### src/rtl/muon_pattern_gen.sv
// muon_pattern_gen
//   Burst generator that emulates a muon crossing a stack of detector planes.
//   Each event issues a one-cycle trigger_o. Channel i then pulses for
//   pulse_len cycles, starting delay + i*step cycles after the trigger. All
//   pulses are clipped to the event window of period cycles.
//
//   Optional feature: define PATGEN_LFSR_EN to gate the hit mask on every
//   event with a 16-bit maximal-length Galois LFSR (taps 0xB400, seed 16'hACE1).
//   The first event after reset uses the seed value. The LFSR advances once
//   per trigger.
//
// Ports
//   clk, reset       rising-edge clock, synchronous active-high reset
//   start_i          start a burst (only taken in IDLE)
//   abort_i          drop the current burst; outputs clear next cycle
//   n_events_i       triggers per burst (0 -> straight to DONE)
//   period_i         cycles between triggers (0 and 1 both mean 1)
//   delay_i          trigger -> channel 0 delay
//   step_i           extra delay per channel index
//   pulse_len_i      channel pulse width (0 -> no pulses)
//   hit_mask_i       channels allowed to fire
//   trigger_o        one-cycle pulse per event
//   signals_o        per-channel pulses
//   busy_o           high outside IDLE
//   done_o           one-cycle pulse on normal completion
//   event_cnt_o      triggers issued in the current/last burst (saturating)
module muon_pattern_gen #(
  parameter int N_CH  = 16,
  parameter int CNT_W = 16
) (
  input  logic             clk,
  input  logic             reset,
  input  logic             start_i,
  input  logic             abort_i,
  input  logic [CNT_W-1:0] n_events_i,
  input  logic [CNT_W-1:0] period_i,
  input  logic [CNT_W-1:0] delay_i,
  input  logic [7:0]       step_i,
  input  logic [7:0]       pulse_len_i,
  input  logic [N_CH-1:0]  hit_mask_i,
  output logic             trigger_o,
  output logic [N_CH-1:0]  signals_o,
  output logic             busy_o,
  output logic             done_o,
  output logic [CNT_W-1:0] event_cnt_o
);

  // Wide enough for delay + (N_CH-1)*step + pulse_len without wrap.
  localparam int OFF_W = CNT_W + 8 + $clog2(N_CH) + 1;

  typedef enum logic [1:0] {S_IDLE, S_TRIG, S_RUN, S_DONE} state_t;

  state_t           state_q, state_d;
  logic [CNT_W-1:0] t_q, t_d;
  logic [CNT_W-1:0] cnt_q, cnt_d;
  logic [CNT_W-1:0] n_ev_q, n_ev_d;
  logic [CNT_W-1:0] per_q, per_d;
  logic [CNT_W-1:0] dly_q, dly_d;
  logic [7:0]       step_q, step_d;
  logic [7:0]       plen_q, plen_d;
  logic [N_CH-1:0]  cfg_mask_q, cfg_mask_d;
  logic [N_CH-1:0]  ev_mask_d;

  logic             trig_q, trig_d;
  logic [N_CH-1:0]  sig_q, sig_d;
  logic             busy_q, busy_d;
  logic             done_q, done_d;

  logic             go;
  logic             win_end;
  logic [CNT_W-1:0] per_last;
  logic [OFF_W-1:0] t_ext, lo, hi;

`ifdef PATGEN_LFSR_EN
  logic [15:0]      lfsr_q, lfsr_d;
  logic [N_CH-1:0]  emask_q, emask_d;
  logic [N_CH-1:0]  lfsr_rep;
`endif

  // State and datapath registers
  always_ff @(posedge clk) begin
    if (reset) begin
      state_q    <= S_IDLE;
      t_q        <= '0;
      cnt_q      <= '0;
      n_ev_q     <= '0;
      per_q      <= '0;
      dly_q      <= '0;
      step_q     <= '0;
      plen_q     <= '0;
      cfg_mask_q <= '0;
      trig_q     <= 1'b0;
      sig_q      <= '0;
      busy_q     <= 1'b0;
      done_q     <= 1'b0;
`ifdef PATGEN_LFSR_EN
      lfsr_q     <= 16'hACE1;
      emask_q    <= '0;
`endif
    end else begin
      state_q    <= state_d;
      t_q        <= t_d;
      cnt_q      <= cnt_d;
      n_ev_q     <= n_ev_d;
      per_q      <= per_d;
      dly_q      <= dly_d;
      step_q     <= step_d;
      plen_q     <= plen_d;
      cfg_mask_q <= cfg_mask_d;
      trig_q     <= trig_d;
      sig_q      <= sig_d;
      busy_q     <= busy_d;
      done_q     <= done_d;
`ifdef PATGEN_LFSR_EN
      lfsr_q     <= lfsr_d;
      emask_q    <= emask_d;
`endif
    end
  end

  // Next-state and datapath
  always_comb begin : next_state_comb
    state_d    = state_q;
    cnt_d      = cnt_q;
    n_ev_d     = n_ev_q;
    per_d      = per_q;
    dly_d      = dly_q;
    step_d     = step_q;
    plen_d     = plen_q;
    cfg_mask_d = cfg_mask_q;
    go         = 1'b0;
    per_last   = (per_q <= CNT_W'(1)) ? '0 : per_q - CNT_W'(1);
    win_end    = (t_q >= per_last);

    unique case (state_q)
      S_IDLE: begin
        if (start_i) begin
          go      = 1'b1;
          state_d = (n_events_i == '0) ? S_DONE : S_TRIG;
        end
      end
      S_TRIG, S_RUN: begin
        if (win_end) state_d = (cnt_q < n_ev_q) ? S_TRIG : S_DONE;
        else         state_d = S_RUN;
      end
      S_DONE:  state_d = S_IDLE;
      default: state_d = S_IDLE;
    endcase

    if (abort_i) begin
      state_d = S_IDLE;
      go      = 1'b0;
    end

    if (go) begin
      n_ev_d     = n_events_i;
      per_d      = period_i;
      dly_d      = delay_i;
      step_d     = step_i;
      plen_d     = pulse_len_i;
      cfg_mask_d = hit_mask_i;
      cnt_d      = '0;
    end

    // Every TRIG cycle is a fresh event at t=0; RUN walks the window.
    t_d = (state_d == S_RUN) ? t_q + CNT_W'(1) : '0;

    if (state_d == S_TRIG && cnt_d != '1) cnt_d = cnt_d + CNT_W'(1);

`ifdef PATGEN_LFSR_EN
    lfsr_rep = '0;
    for (int unsigned i = 0; i < N_CH; i++) lfsr_rep[i] = lfsr_q[i % 16];
    lfsr_d  = lfsr_q;
    emask_d = emask_q;
    if (state_d == S_TRIG) begin
      emask_d = cfg_mask_d & lfsr_rep;
      lfsr_d  = {1'b0, lfsr_q[15:1]} ^ (lfsr_q[0] ? 16'hB400 : 16'h0000);
    end
    ev_mask_d = emask_d;
`else
    ev_mask_d = cfg_mask_d;
`endif
  end

  // Registered outputs are computed from the next state and next window
  // position, so they line up with the state they describe.
  always_comb begin : output_comb
    trig_d = (state_d == S_TRIG);
    busy_d = (state_d != S_IDLE);
    done_d = (state_d == S_DONE);
    sig_d  = '0;
    t_ext  = OFF_W'(t_d);
    lo     = '0;
    hi     = '0;
    for (int unsigned i = 0; i < N_CH; i++) begin
      lo = OFF_W'(dly_d) + OFF_W'(i) * OFF_W'(step_d);
      hi = lo + OFF_W'(plen_d);
      if ((state_d == S_TRIG || state_d == S_RUN) && ev_mask_d[i] &&
          t_ext >= lo && t_ext < hi)
        sig_d[i] = 1'b1;
    end
  end

  assign trigger_o   = trig_q;
  assign signals_o   = sig_q;
  assign busy_o      = busy_q;
  assign done_o      = done_q;
  assign event_cnt_o = cnt_q;

endmodule

### config.mk
export PLATFORM = sky130hd
export DESIGN_NAME = muon_pattern_gen
export DESIGN_NICKNAME = d
export VERILOG_FILES = /design/src/rtl/muon_pattern_gen.sv
export SDC_FILE = /design/constraint.sdc
export NUM_CORES = 2
export LEC_CHECK = 0
export BUFFER_PORTS_ARGS = -buffer_cell sky130_fd_sc_hd__buf_2
export CORE_MARGIN = 4
export CORE_UTILIZATION = 35
export DETAILED_ROUTE_END_ITERATION = 10
export PLACE_DENSITY = 0.47
export SYNTH_ARGS = -nofsm -noshare
export SYNTH_HDL_FRONTEND = slang
export SYNTH_SLANG_ARGS = --single-unit
### constraint.sdc
create_clock -name clk -period 15.1 [get_ports clk]
set_clock_uncertainty 0.15 [all_clocks]
set_input_delay 0.755 -clock clk [delete_from_list [all_inputs] [get_ports clk]]
set_output_delay 0.755 -clock clk [all_outputs]
set_load 0.005 [all_outputs]
---- Word level (Yosys, flattened, before mapping) ----
Cells that the tools add are included.
storage, ports and cells
  memories kept ........................... 0
  bits in registers ....................... 133
  output and inout port bits .............. 35
  memory bits (read-only) ................. 0
  latch bits .............................. 0
  bits in writable memories ............... 0
operators by class
  $lt $le $gt $ge ......................... 35
  divide/modulo/power cells ............... 0
  shift operators ......................... 0
  equality and inequality tests ........... 7
  multiply operators ...................... 11
  mux-type cells .......................... 33
  add/sub/neg operators ................... 34
  reduce and logical (&&, ||, !) cells .... 54
  bitwise logic cells ..................... 0
operator list
  cell                                                                    count
  17-bit by 8-bit adder with 18-bit output                                15
  16-bit by 18-bit < comparator with 1-bit output                         15
  16-bit by 17-bit >= comparator with 1-bit output                        15
  16-bit by 12-bit adder with 17-bit output                               7
  16-bit 2-to-1 mux                                                       6
  16-bit by 11-bit adder with 17-bit output                               4
  1-bit logical AND                                                       49
  4-bit by 8-bit multiplier with 12-bit output, first input constant      4
  3-bit by 8-bit multiplier with 11-bit output, first input constant      4
  16-bit by 10-bit adder with 17-bit output                               2
  16-bit by 8-bit adder with 17-bit output                                2
  16-bit by 1-bit adder with 16-bit output, second input constant         2
  16-bit >= comparator                                                    2
  2-bit by 8-bit multiplier with 10-bit output, first input constant      3
  1-bit 2-to-1 mux                                                        19
  16-bit by 9-bit adder with 17-bit output                                1
  16-bit by 17-bit < comparator with 1-bit output                         1
  16-bit by 1-bit <= comparator with 1-bit output, second input constant  1
  16-bit zero test                                                        1
  16-bit < comparator                                                     1
  8-bit 2-to-1 mux                                                        2
  16-bit != test, second input constant                                   1
  16-bit by 1-bit subtractor with 16-bit output, second input constant    1
  2-bit 2-to-1 mux                                                        5
  other kinds (7)                                                         11

---- Longest topological paths before layout ----
  word-level depth ........................ 12
  gate-level depth with buffers ........... 38
  gate-level depth less buffers ........... 33

---- Worst setup path before layout ----
No wires, ideal clock.
  path type ............................... input -> register
  start point ............................. input port abort_i
  end point ............................... register sig_q[13], in the netlist signals_o[13]
  path buffers ............................ 3
  cell stages on the path ................. 30
  path slack .............................. 6,366 ps
  data arrival time ....................... 8,469 ps
  cells stage by stage .................... and3b_1 -> clkbuf_1 -> clkbuf_1 -> buf_1 -> mux2i_1 -> inv_1 -> ha_1 -> inv_1 -> fa_1 -> fa_1 -> inv_1 -> ha_1 -> and2_1 -> a311o_1 -> a21oi_1 -> xnor2_1 -> ha_1 -> a21o_1 -> a21oi_1 -> o21ai_0 -> nor4bb_1 -> nand3b_1 -> xnor2_1 -> ha_1 -> and4_1 -> a2111oi_0 -> nand2_1 -> a31oi_1 -> o32ai_1 -> a2111oi_0
on the way
  longest elaborated chain between the ends .. 8
  elaborated cells on any way between the ends .. 19
  those cells by class .................... 2 x add/sub; 1 x mul; 2 x order compare; 2 x eq/ne; 8 x mux; 4 x reduce/logical
RTL lines
  what                                                                                                                 RTL line  source
  from (decl)                                                                                                          34        input logic abort_i,
  1-bit 2-to-1 mux (*)                                                                                                 150       if (abort_i) begin
  8-bit 2-to-1 mux (*)                                                                                                 155       if (go) begin
  net step_d[1]                                                                                                        59        logic [7:0] step_q, step_d;
  4-bit by 8-bit multiplier with 12-bit output (*)                                                                     196       lo = OFF_W'(dly_d) + OFF_W'(i) * OFF_W'(step_d);
  16-bit by 12-bit adder with 17-bit output (*)                                                                        196
  17-bit by 8-bit adder with 18-bit output / 16-bit by 17-bit >= comparator with 1-bit output (equally long branches)  197, 199
  16-bit by 18-bit < comparator with 1-bit output / 1-bit logical AND (equally long branches)                          199, 198
  1-bit logical AND (*)                                                                                                199       t_ext >= lo && t_ext < hi)
  1-bit 2-to-1 mux (*)                                                                                                 198       if ((state_d == S_TRIG || state_d == S_RUN) && ev_mask_d[i] &&
  to (signal assigned)                                                                                                 111       sig_q <= sig_d;
  to (decl)                                                                                                            65        logic [N_CH-1:0] sig_q, sig_d;
The timed path passes the listed nets; every way through them passes the cells marked *.
A chain may end at the register's enable or synchronous reset.

---- Worst setup path in the final report ----
  start point ............................. register per_q[6]
  end point ............................... register sig_q[10], in the netlist signals_o[10]
on the way
  longest elaborated chain between the ends .. 12
  elaborated cells on any way between the ends .. 17
  those cells by class .................... 1 x add/sub; 4 x order compare; 2 x eq/ne; 6 x mux; 4 x reduce/logical
RTL lines
  what                                                                                                                     RTL line  source
  from (decl)                                                                                                              57        logic [CNT_W-1:0] per_q, per_d;
  from (signal assigned)                                                                                                   105       per_q <= per_d;
  16-bit by 1-bit subtractor with 16-bit output / 16-bit by 1-bit <= comparator with 1-bit output (equally long branches)  132       per_last = (per_q <= CNT_W'(1)) ? '0 : per_q - CNT_W'(1);
  16-bit 2-to-1 mux (*)                                                                                                    132
  16-bit >= comparator (*)                                                                                                 133       win_end = (t_q >= per_last);
  2-bit 2-to-1 mux (*)                                                                                                     143       if (win_end) state_d = (cnt_q < n_ev_q) ? S_TRIG : S_DONE;
  2-bit case mux with 3 select lines (*)                                                                                   135       unique case (state_q)
  2-bit 2-to-1 mux (*)                                                                                                     150
  net state_d[1]                                                                                                           53        state_t state_q, state_d;
  2-bit equality test (*)                                                                                                  166       t_d = (state_d == S_RUN) ? t_q + CNT_W'(1) : '0;
  16-bit 2-to-1 mux (*)                                                                                                    166
  net t_d[8]                                                                                                               54        logic [CNT_W-1:0] t_q, t_d;
  16-bit by 17-bit >= comparator with 1-bit output                                                                         199
  1-bit logical AND                                                                                                        198
  1-bit logical AND (*)                                                                                                    199
  1-bit 2-to-1 mux (*)                                                                                                     198
Marked as above.

==> reports/results.md <==
| Parameter | This run |
|---|---|
| CTS tree | built |
| Critical path's slowest cell | or4b_2 |
| Clock-pin slew of the registers on the worst-case setup and hold paths | 0.10 ns |
| Run status | completed |
| Post-synthesis cell count | 4117 |
| Peak Freq | 113 MHz |
| Dominant combinational cell family by area after synthesis | adder cells |
| Syn avg cell area | 7.89 sq um |
| Iteration-0 DRC count of the detailed router | 2306 |
| Post-CTS Setup Repair Bufs | 0 |
| FF+latch count, synth | 133 |
| Shortest period the worst path allows | 8.87 ns |
| R2r setup slk | 6.23 ns |
| Switching power share of the total | 0.511 |
| Area of the core | 91800 sq um |
| Die Span X | 313 um |
| Final Cell Area | 35600 sq um |
| Top cell family by delay on the critical path | simple AND/OR/NAND/NOR gates |
| Cell Count Post-Placement | 5494 |
| Number of nets with antenna violations after routing | 0 |
| Number of H-tree levels | 4 |
| Number of I/O port buffers | 118 |
| Final core utilization | 0.388 |
| Initial core utilization | 0.354 |
| Hold Fails Final Rpt | 0 |
| Area of the die | 97700 sq um |
| Share of the synthesized area in compound gates (AO/OA/AOI/OAI) | 0.209 |
| Launching element type of the critical path | flop |
| Transition time of the tightest slew-check pin | 1.16 ns |
| Tightest slew margin relative to the limit | 0.225 |
| Overflow after GRT | 0 |
| Hold crit path type | flop to flop |
| Global-route wire length before repair | 195000 um |
| Gates resized, CTS repair | 0 |
| Share of synthesized cell area in and, or, nand and nor gates | 0.186 |
| Layout cell share with drive strength beyond 1 | 0.0714 |
| Max Root-Sink Buffers | 2 |
| Hold Buf Count CTS | 0 |
| Share of cell area taken by muxes after synthesis | 0.00956 |
| Half-perimeter wire length of the detailed placement result | 103000 um |
| Top post-synthesis cells by area | ha_1 (29%), dfxtp_1 (8.2%), xnor2_1 (7.6%), fa_1 (6.0%), a21oi_1 (4.5%) |
| Area share of xor/xnor cells in the synthesized design | 0.115 |
| Adder-cell share of the synthesized area | 0.350 |
| Largest net degree at the start of global routing | 61 |
| Number of synthesis warnings | 0 |
| Total vias in the final route | 30500 |
| Static Leakage | 17.3 nW |
| Internal Power | 1.45 mW |
| Top flip-flop cell by instance count after synthesis | dfxtp_1 |
| Crit path required time | 15.34 ns |
| Avg Vias per Cell | 5.53 |
| Reported net switching power | 1.51 mW |
| Worst EP arrival | 9.11 ns |
| Clock Sink Count | 133 |
| Vias in the first global route | 29500 |
| First-pass iteration count of the detailed router | 5 |
| Critical Path Fanout Max | 18 |
| Final instance count without filler cells | 5528 |
| Clock power frac | 0.160 |
| I/O pin cnt | 119 |
| Part of the Yosys area used for sequential elements | 0.0820 |
| Height of the die | 313 um |
| Number of nets in the final layout | 5193 |
| Setup repair after global routing missed its margin | no |
| Critical Path End Type | flop |
| Final Wtd Congestion | 0.965 |
| Setup violations, final | 0 |
| Clock latency on the worst-skew pair | 0.51 ns |
| Aggregate global-route resource usage | 0.267 |
| Max Transition Viols Final | 0 |
| Cell Rows | 111 |
| Final wirelength | 133000 um |
| VDD IR max | 66.8 uV |
| Library cell with the largest summed area after synthesis | ha_1 |
| Max Cap Violations | 0 |
| Distinct cell type count after synthesis | 89 |
| Post-synthesis to final-layout area growth | 9.71% |
| Antenna violations before repair | 8 |
| Post-route clock period utilization | 0.587 |
| Number of CTS-inserted buffers | 17 |
| Standard cell area after detailed placement | 35000 sq um |
| Post-synthesis cell area | 32500 sq um |
| Post-Place Setup Slack | 6.20 ns |
| Final setup TNS | 0 ns |
| Sequential fraction of design power | 0.125 |
| Crit path buf inv count | 1 |
| Routed length per instance | 24.0 um |
| Power density over the cells | 83.1 nW/um^2 |
| Net count after synthesis | 5040 |
| Slowest Stage Delay on Critical Path | 0.82 ns |
| Start-to-end type of the worst setup path | flop to flop |
| Post-synthesis async set-or-reset flop share | 0 |
| Cell at the root of the clock tree | clkbuf_16 |
| # DRC | 0 |
| Yosys top cell area share | 0.286 |
| Crit path setup slack, layout | 6.23 ns |
| Number of synthesized flops with an enable pin | 0 |
| Proportion of power drawn by combinational gates | 0.715 |
-- routing by layer --
metal  GRT usage  vias to the layer above  part of all wire
li1            -                    15100                 -
met1       0.364                    14600              0.47
met2       0.444                      772              0.45
met3      0.0314                      137             0.047
met4      0.0758                        0             0.030
met5           0                        -                 0
-- state kept, by name, summed over array words and instances (netlist names) --
| name | cells |
|---|---|
| event_cnt_o | 16 |
| t_q | 16 |
| cfg_mask_q | 16 |
| signals_o | 16 |
| step_q | 8 |
| trigger_o | 1 |
| busy_o | 1 |
| dly_q | 16 |
| state_q | 2 |
| plen_q | 8 |
| done_o | 1 |
| per_q | 16 |
| n_ev_q | 16 |
-- worst reg2reg max path, cell delays in order (launching register included) --
cell       delay, ns
dfxtp_1         0.36
or4_1           0.61
nor4_1          0.29
nand2b_1        0.11
or2_2           0.30
or4b_2          0.82
and2_1          0.24
ha_1            0.26
nand2b_1        0.14
a21o_1          0.17
a21o_1          0.17
a21o_1          0.17
a21oi_1         0.16
o211ai_1        0.13
a31o_2          0.28
a31oi_1         0.37
ha_1            0.77
and2_2          0.64
buf_4           0.55
ha_1            0.39
nand3_1         0.12
nor3_1          0.07
a211oi_1        0.30
maj3_1          0.23
o21ai_0         0.12
maj3_1          0.38
a2111oi_0       0.40
a2111oi_0       0.12
-- kinds of logic after synthesis --
family,after synthesis
AND/OR/NAND/NOR,1209
multiplexers,28
AO/OA/AOI/OAI,1049
flip-flops,133
adder cells (fa/ha/maj),853
XOR/XNOR,425
buffers and inverters,420
-- path summary, 6_finish.rpt --
kind / startpoint / to / cells after the start
worst max-delay path: per_q[6] / signals_o[10] / 27
worst min register to register: n_ev_q[15] / n_ev_q[15] / 2
worst min-delay path: n_ev_q[15] / n_ev_q[15] / 2
worst max register to register: per_q[6] / signals_o[10] / 27
-- layout make-up --
type	instances	area, sq um
multi-input cells	3564	28300
diodes	2	5.00
well taps	1243	1560
flip-flops and latches	133	2660
clock inverters	15	145
fillers	9613	56200
clock buffers	17	425
inverters	361	1360
repair buffers	193	1160
-- per-stage QoR --
step	power (mW)	hold slack [ns]
floorplan	1.91	0.283
global placement	2.47	0.295
detailed placement	2.46	0.298
CTS	2.96	0.307
global route	3.23	0.325
finish	2.96	0.303
-- layout by cell type (no fill, tap or decap), types with 90 or more instances in the layout --
master / synthesis / final
dfxtp_1: 133 / 133
nand2_1: 318 / 318
xnor2_1: 280 / 280
buf_2: 4 / 117
inv_1: 357 / 355
a21oi_1: 295 / 295
fa_1: 97 / 97
o21ai_0: 222 / 222
a21o_1: 125 / 125
ha_1: 742 / 742
xor2_1: 145 / 145
nor2b_1: 110 / 103
nor3_1: 107 / 107
nand2b_1: 90 / 90
nor2_1: 264 / 263
-- Yosys cell counts (35+ instances only) --
library cell,count
a211oi_1,38
a21o_1,125
a21oi_1,295
clkbuf_1,42
dfxtp_1,133
fa_1,97
ha_1,742
inv_1,357
nand2_1,318
nand2b_1,90
nand3_1,71
nand4_1,44
nor2_1,264
nor2b_1,110
nor3_1,107
nor4_1,35
o21a_1,89
o21ai_0,222
or3_1,39
xnor2_1,280
xor2_1,145
-- power groups by stage --
stage	Sequential, mW	Clock [mW]	Combinational [mW]
final	0.370	0.473	2.12
after global routing	0.371	0.496	2.37
after CTS	0.370	0.490	2.10
after detailed placement	0.378	0	2.08
after global placement	0.378	0	2.09
after floorplan	0.375	0	1.53
(Power assumes the default switching activity.)
